[config.mk]
export PLATFORM = sky130hd
export DESIGN_NAME = riscmakers_icache_tag_ctrl
export DESIGN_NICKNAME = d
export VERILOG_FILES = /design/src/rtl/riscmakers_icache_tag_ctrl.sv
export SDC_FILE = /design/constraint.sdc
export NUM_CORES = 1
export LEC_CHECK = 0
export ABC_CLOCK_PERIOD_IN_PS = 1840
export CAP_MARGIN = 30
export CORE_AREA = 2 2 80 82
export CTS_CLUSTER_DIAMETER = 200
export DETAILED_ROUTE_END_ITERATION = 16
export DIE_AREA = 0 0 82 84
export HOLD_SLACK_MARGIN = 0.1
export PLACE_DENSITY = 0.89
export SLEW_MARGIN = 20
export SYNTH_ARGS = -nofsm -noshare
export SYNTH_HDL_FRONTEND = slang
export SYNTH_SLANG_ARGS = --single-unit
export TNS_END_PERCENT = 20
[constraint.sdc]
create_clock -name clk_i -period 1.84 [get_ports clk_i]
set_input_delay 0.184 -clock clk_i [delete_from_list [all_inputs] [get_ports clk_i]]
set_output_delay 0.184 -clock clk_i [all_outputs]
set_load 0.05 [all_outputs]
[src/rtl/riscmakers_icache_tag_ctrl.sv]
// Lookup/refill/flush controller in front of the icache tag store SRAM (1-cycle read latency).
// Optional reset-time invalidation walk: RISCMAKERS_ICACHE_FLUSH_ON_RESET_EN.
module riscmakers_icache_tag_ctrl #(
  parameter int NUM_WORDS  = 256,
  parameter int TAG_WIDTH  = 20,
  parameter int DATA_WIDTH = 24,
  parameter int VALID_BIT  = 23,
  localparam int IDX_W     = $clog2(NUM_WORDS),
  localparam int BE_W      = DATA_WIDTH / 8
) (
  input  logic                  clk_i,
  input  logic                  rst_ni,
  input  logic                  req_valid_i,
  output logic                  req_ready_o,
  input  logic [IDX_W-1:0]      req_index_i,
  input  logic [TAG_WIDTH-1:0]  req_tag_i,
  output logic                  rsp_valid_o,
  output logic                  rsp_hit_o,
  output logic [IDX_W-1:0]      rsp_index_o,
  input  logic                  fill_valid_i,
  output logic                  fill_ready_o,
  input  logic [IDX_W-1:0]      fill_index_i,
  input  logic [TAG_WIDTH-1:0]  fill_tag_i,
  input  logic                  flush_i,
  output logic                  flush_busy_o,
  output logic                  ts_en_o,
  output logic                  ts_we_o,
  output logic [BE_W-1:0]       ts_be_o,
  output logic [IDX_W-1:0]      ts_addr_o,
  output logic [DATA_WIDTH-1:0] ts_wdata_o,
  input  logic [DATA_WIDTH-1:0] ts_rdata_i
);

  typedef enum logic [1:0] {FLUSH, IDLE, LOOKUP} state_e;

  localparam int VALID_BYTE = VALID_BIT / 8;
  localparam logic [BE_W-1:0] FLUSH_BE = BE_W'(1) << VALID_BYTE;

`ifdef RISCMAKERS_ICACHE_FLUSH_ON_RESET_EN
  localparam state_e RESET_STATE = FLUSH;
  localparam logic   RESET_BUSY  = 1'b1;
`else
  localparam state_e RESET_STATE = IDLE;
  localparam logic   RESET_BUSY  = 1'b0;
`endif

  state_e               state_q, state_d;
  logic [IDX_W-1:0]     flush_idx_q, flush_idx_d;
  logic [IDX_W-1:0]     index_q;
  logic [TAG_WIDTH-1:0] tag_q;
  logic                 lookup_acc;
  logic                 flush_last;
  logic                 tag_match;
  logic [DATA_WIDTH-1:0] fill_wdata;
  logic                 unused_rdata;

  assign flush_last   = (flush_idx_q == IDX_W'(NUM_WORDS - 1));
  assign tag_match    = ts_rdata_i[VALID_BIT] && (ts_rdata_i[TAG_WIDTH-1:0] == tag_q);
  // Only the valid flag and tag field are meaningful; the rest is don't-care.
  assign unused_rdata = ^ts_rdata_i;

  always_comb begin
    fill_wdata                 = '0;
    fill_wdata[TAG_WIDTH-1:0]  = fill_tag_i;
    fill_wdata[VALID_BIT]      = 1'b1;
  end

  always_comb begin
    state_d      = state_q;
    flush_idx_d  = flush_idx_q;
    lookup_acc   = 1'b0;
    req_ready_o  = 1'b0;
    fill_ready_o = 1'b0;
    rsp_valid_o  = 1'b0;
    rsp_hit_o    = 1'b0;
    rsp_index_o  = index_q;
    flush_busy_o = 1'b0;
    ts_en_o      = 1'b0;
    ts_we_o      = 1'b0;
    ts_be_o      = '0;
    ts_addr_o    = '0;
    ts_wdata_o   = '0;

    if (!rst_ni) begin
      // Outputs are held quiet while reset is asserted, whatever the registered state.
      flush_busy_o = RESET_BUSY;
      rsp_index_o  = '0;
    end else begin
      case (state_q)
        FLUSH: begin
          flush_busy_o = 1'b1;
          ts_en_o      = 1'b1;
          ts_we_o      = 1'b1;
          ts_be_o      = FLUSH_BE;
          ts_addr_o    = flush_idx_q;
          if (flush_i) begin
            flush_idx_d = '0;
          end else if (flush_last) begin
            flush_idx_d = '0;
            state_d     = IDLE;
          end else begin
            flush_idx_d = flush_idx_q + IDX_W'(1);
          end
        end
        default: begin
          if (state_q == LOOKUP) begin
            rsp_valid_o = 1'b1;
            rsp_hit_o   = tag_match;
          end
          fill_ready_o = !flush_i;
          req_ready_o  = !flush_i && !fill_valid_i;
          state_d      = IDLE;
          if (flush_i) begin
            state_d     = FLUSH;
            flush_idx_d = '0;
          end else if (fill_valid_i) begin
            ts_en_o    = 1'b1;
            ts_we_o    = 1'b1;
            ts_be_o    = '1;
            ts_addr_o  = fill_index_i;
            ts_wdata_o = fill_wdata;
          end else if (req_valid_i) begin
            ts_en_o    = 1'b1;
            ts_addr_o  = req_index_i;
            lookup_acc = 1'b1;
            state_d    = LOOKUP;
          end
        end
      endcase
    end
  end

  always_ff @(posedge clk_i) begin
    if (!rst_ni) begin
      state_q     <= RESET_STATE;
      flush_idx_q <= '0;
      index_q     <= '0;
      tag_q       <= '0;
    end else begin
      state_q     <= state_d;
      flush_idx_q <= flush_idx_d;
      if (lookup_acc) begin
        index_q <= req_index_i;
        tag_q   <= req_tag_i;
      end
    end
  end

endmodule

==> impl_metrics.ini, run 1 <==
[drt]
viasPerCell = 4.78
first_iter_violations = 67
wl_per_cell_um = 13.8
antenna_left = 0
drc = 0
routed-via-count = 2221
wl_um = 6410
drt_first_pass_iters = 4

[status]
violations = setup timing
status = finished with violations

[timing]
finalSetupViolations = 1
fin_tns_setup_ns = -0.109
clock_skew_ns = 0.00168
period_needed_ns = 1.95
finalWorstSetupSlack_ns = -0.109
fin_crit_sh_pct = 106
slew_violations = 0
max_freq_mhz = 513
rsz0062_at_grt = yes
hold_viol = 0

[die]
die_area_mm2 = 0.00689
ios = 135
die_h_um = 84
die_x_um = 82
core_mm2 = 0.00610
start_util_pct = 35.3
row_count = 29

[final_layout]
final_cell_mix = 79 x clkdlybuf4s50_1, 48 x buf_12, 45 x nand2_1
fill_cells = 457
final_common_cell = clkdlybuf4s50_1
num_antenna_cells = 0
nets = 473
fin_util_pct = 68.5
syn_to_final_growth_pct = 94.2
drive_above_1_share_pct = 26.0

[setup_path]
path_class = flip-flop to primary output
worstPathArrival_ns = 1.77
worstSetupStartpointType = flip-flop
required_ns = 1.66
critPathMaxFanout = 2
rrSetupSlack_ns = 0.25
endpoint_kind = primary output
rr_worst_depth = 5

[logic_synthesis]
avgSynthCellArea_um2 = 8.56
synthArstFlopShare_pct = 0
synth_top_area_cell = dfxtp_1
synth_top_area_share_pct = 35.4
synth_area_leaders = dfxtp_1 35%, nand2_1 7.9%, xor2_1 7.7%
ys_types = 36
syn_inst = 251
synth_edf_count = 0
yosys_most_used_dff = dfxtp_1
syn_area_mm2 = 0.00215
synth_seq_area_share_pct = 35.4
yosysWarnings = 0
ys_ff_latch = 38

[pwr]
switching_power_uw = 581
finalPower_uw = 2160
clkPwrFrac_pct = 31.8
p_comb_share_pct = 28.4
p_seq_share_pct = 39.8
switching_share_pct = 26.8
p_leak_uw = 0.00183
power.internal_uw = 1580
peakVddDrop_mv = 0.545
p_per_area_mw_per_mm2 = 518

[global_route]
grt_max_degree = 32
antenna_found_initial = 0
grt_pass1_vias = 2298
grt_pass1_wl_um = 10400
grt_remaining_overflow = 0
grt_usage_pct = 19.2

[clock_network]
clkTransAtPathRegs_ns = 0.07
clk_path_buf_depth = 2
clock_latency_ns = 0.28
cts_buffers = 5
clock_sinks = 38
htree_levels = 2
cts_tree = built
clock-root-buffer = clkbuf_8

[place]
gp_congestion = 0.825
hpwl_um = 5260
io_buffers = 128

[min_path]
min_path_cells = 2
hold_class = input port to flip-flop

[job]
maxCapViolations = 0
synth_stat cells (all sizes together) (2+ instances only):
library cell / count
a21oi: 3
nor2: 10
a21o: 10
nand2b: 2
and2: 10
and3: 20
nand3: 5
a22o: 9
buf: 14
a31oi: 2
nand2: 45
xnor2: 5
clkbuf: 7
xor2: 19
mux2: 8
o21ai: 27
nor4: 5
dfxtp: 38
nand4: 3
metal layers:
metal | share of wire, % | global-route usage [%] | vias to the layer above
met3 | 6.5 | 4.98 | 10
met1 | 36 | 20.6 | 1008
met5 | 0 | 0 | -
met2 | 56 | 35.5 | 73
met4 | 1.7 | 6.06 | 0
li1 | - | - | 1130
worst max-delay path, cell delays in order, from the launching register on:
cell,delay (ns)
dfxtp_2,0.33
xor2_1,0.16
nor4_2,0.31
buf_4,0.16
nand4_1,0.11
nor4_4,0.23
buf_12,0.18
per-stage QoR:
stage                     setup slack (ns)  area, um^2  hold slack, ns  cells
final                               -0.109        4180           0.290    465
after global routing                -0.211        4180           0.301    465
after CTS                           -0.176        4160           0.279    465
after detailed placement            -0.202        4030           0.456    455
after global placement              -0.214        4030           0.448    455
after floorplan                     0.0626        2180           0.295    253
final cells by class:
| type | count | area (um^2) | area share [%] |
|---|---|---|---|
| Multi-Input combinational cell | 193 | 1280 | 30.8 |
| Clock inverter | 3 | 40.0 | 0.959 |
| Timing Repair Buffer | 148 | 1910 | 45.8 |
| Inverter | 1 | 3.75 | 0.0899 |
| Tap cell | 77 | 96.3 | 2.31 |
| Clock buffer | 5 | 68.8 | 1.65 |
| Sequential cell | 38 | 769 | 18.4 |
final timing paths:
check	startpoint	to
max	tag_q[15]	rsp_hit_o
min	flush_i	state_q[0]
max reg2reg	flush_idx_q[0]	flush_idx_q[3]
min reg2reg	tag_q[12]	tag_q[12]
logic make-up after synthesis:
family | synth area share (%)
compound gates | 17.5
mux | 4.19
other cells | 0.174
simple gates | 25.3
xor+xnor | 9.78
buf+inv | 7.16
fa+ha+maj | 0.582
flops | 35.4
power groups by stage:
stage / Clock (uW) / Sequential [uW] / Combinational (uW)
4_1_cts: 708 / 862 / 617
3_3_place_gp: 0 / 879 / 598
5_1_grt: 747 / 863 / 650
2_1_floorplan: 0 / 877 / 258
3_5_place_dp: 0 / 880 / 609
6_report: 687 / 860 / 615
registers in the layout, summed over array words and instances, names as in the netlist:
register	flops
index_q	8
flush_idx_q	8
state_q	2
tag_q	20
repair_timing:
| item | 4_1_cts | 5_1_grt |
|---|---|---|
| gates cloned | 0 | 0 |
| gates resized for setup | 8 | 3 |
| hold buffers | 0 | 0 |
| buffers inserted | 2 | 0 |
| pin swaps | 2 | 3 |
| setup endpoints to repair | 32 | 7 |
Note: power is estimated with default switching activity, not from simulation.
==> run 2: changes to the inputs <==
CAP_MARGIN = unset   (was 30)
GPL_ROUTABILITY_DRIVEN = 0   (was unset)
GPL_TIMING_DRIVEN = 0   (was unset)
==> run 2 against run 1 <==
- final cell count up 1.3%
- highest routed layer unchanged
- critical path depth down 1
- count of clock-buffer cells in the layout up 3
- final area down 12%
- sequential cell count unchanged
- routed wire length up 4.1%
- global-route usage up 0.085 points
- clock power down 2%
- non-clock buffer count up 5
- first-iteration DRC count down 1.5%
- largest cell class unchanged
- the flow still finishes with violations (setup timing)
- die area unchanged
==> impl_metrics.ini, run 2 (synthesis results as in run 1) <==
[place]
dpl-instance-area_mm2 = 0.00356
hpwl_um = 5170
io_buffers = 128

[final_layout]
final_cell_mix = 80 x clkdlybuf4s50_1, 45 x nand2_1, 35 x dfxtp_1
top_regs = tag_q (20), flush_idx_q (8), index_q (8)
postLayoutCellArea_mm2 = 0.00369
fin_util_pct = 60.5
drive_above_1_share_pct = 23.9
largest_register = tag_q
final_common_cell = clkdlybuf4s50_1
syn_to_final_growth_pct = 71.5
largest_reg_flops = 20
num_antenna_cells = 0
nets = 479

[status]
status = finished with violations
violations = setup timing

[timing]
clock_skew_ns = 0.00274
rsz0062_at_grt = yes
relSlewSlack_pct = 64.9
max_freq_mhz = 510
slew_violations = 0
finalSetupViolations = 1
fin_crit_sh_pct = 107
hold_viol = 0
period_needed_ns = 1.96
tightest_slew_ns = 0.525
timing.hold.ws_ns = 0.288
fin_tns_setup_ns = -0.122
finalWorstSetupSlack_ns = -0.122

[pwr]
finalPower_uw = 2060
p_leak_uw = 0.00171
peakVddDrop_mv = 0.335
p_per_area_mw_per_mm2 = 560

[setup_path]
required_ns = 1.66
endpoint_kind = primary output
slowest_stage = nor4_2
path_class = flip-flop to primary output
worstSetupStartpointType = flip-flop
reg2reg_to = flush_idx_q[3]
r2r_start = flush_idx_q[0]
worstPathArrival_ns = 1.78
rr_worst_depth = 5
critPathMaxFanout = 2
crit_chain = xor2_1, nor4_2, nand2_1, nor4_4, buf_6
max_stage_delay_ns = 0.35
rrSetupSlack_ns = 0.30

[drt]
routed-via-count = 2277
antenna_left = 0
drc = 0
drt_first_pass_iters = 4
viasPerCell = 4.83
wl_um = 6680
wl_per_cell_um = 14.2
first_iter_violations = 66

[min_path]
min_path_cells = 2
holdCritStartpoint = flush_i
min_to = state_q[0]
hold_class = input port to flip-flop

[die]
row_count = 29
ios = 135
die_x_um = 82
core_mm2 = 0.00610
die_area_mm2 = 0.00689
start_util_pct = 35.3
die_h_um = 84

[clock_network]
clock-root-buffer = clkbuf_8
clkTransAtPathRegs_ns = 0.07
clock_latency_ns = 0.29
cts_buffers = 5
clk_path_buf_depth = 2
cts_tree = built
clock_sinks = 38
htree_levels = 2

[global_route]
grt_remaining_overflow = 0
grt_pass1_wl_um = 10400
grt_max_degree = 12
grt_usage_pct = 19.3
grt_pass1_vias = 2256
antenna_found_initial = 0

[job]
maxCapViolations = 0
==> run 2: changes by cell type in the layout (fill, tap and decap cells not counted), moves of 7 or more <==
cell / before / now
buf_2: 0 / 15
buf_6: 0 / 14
buf_4: 19 / 12
buf_12: 48 / 0
clkdlybuf4s15_2: 0 / 11
==> run 2: timing repair <==
| action | in CTS | in global routing |
|---|---|---|
| setup endpoints to repair | 47 | 37 |
| resized for setup | 160 | 48 |
| gates cloned | 1 | 0 |
| pin swaps | 2 | 2 |
| hold buffers | 0 | 0 |
| setup buffers | 5 | 0 |
==> run 2: area by class of cell <==
cell class                      instances  area [um^2]
Multi-Input combinational cell        194         1310
Sequential cell                        38          769
Inverter                                1         3.75
Buffer                                 20          148
Fill cell                             546         2410
Timing Repair Buffer                  133         1250
Tap cell                               77         96.3
Clock buffer                            8          110
==> run 2: routing by layer <==
layer  up-vias  wire length (um)  global-route usage, %
met1      1039              2550                   20.6
met2        85              3550                   35.9
met3         8               505                   5.95
met4         0                68                   4.39
li1       1145                 -                      -
met5         -                 0                      0
==> run 2: worst max path at each step <==
| stage | startpoint | end | slack [ns] | cells past startpoint |
|---|---|---|---|---|
| floorplan | state_q[1] | rsp_hit_o | 0.06 | 4 |
| global placement | rst_ni | ts_addr_o[6] | -0.83 | 7 |
| detailed placement | rst_ni | ts_addr_o[1] | -0.87 | 7 |
| CTS | tag_q[19] | rsp_hit_o | -0.14 | 5 |
| global route | tag_q[3] | rsp_hit_o | -0.21 | 5 |
| finish | tag_q[3] | rsp_hit_o | -0.12 | 5 |
==> run 2: power breakdown <==
part	switching (uW)	internal [uW]	leakage, uW
registers	18.2	842	0.000309
clock network	292	378	0.0000575
logic	264	268	0.00134
total	575	1490	0.00171
==> run 2: through the flow <==
| stage | worst slack [ns] | instances |
|---|---|---|
| floorplan | 0.0626 | 253 |
| detailed placement | -0.869 | 458 |
| CTS | -0.143 | 471 |
| global route | -0.213 | 471 |
| finish | -0.122 | 471 |
| global placement | -0.829 | 458 |
==> run 2: worst max-delay path, delay by kind of cell, from the launching register on <==
| family | cells | cell delay [ns] |
|---|---|---|
| AND/OR/NAND/NOR | 3 | 0.78 |
| flip-flops | 1 | 0.33 |
| buffers and inverters | 1 | 0.19 |
| XOR/XNOR | 1 | 0.17 |
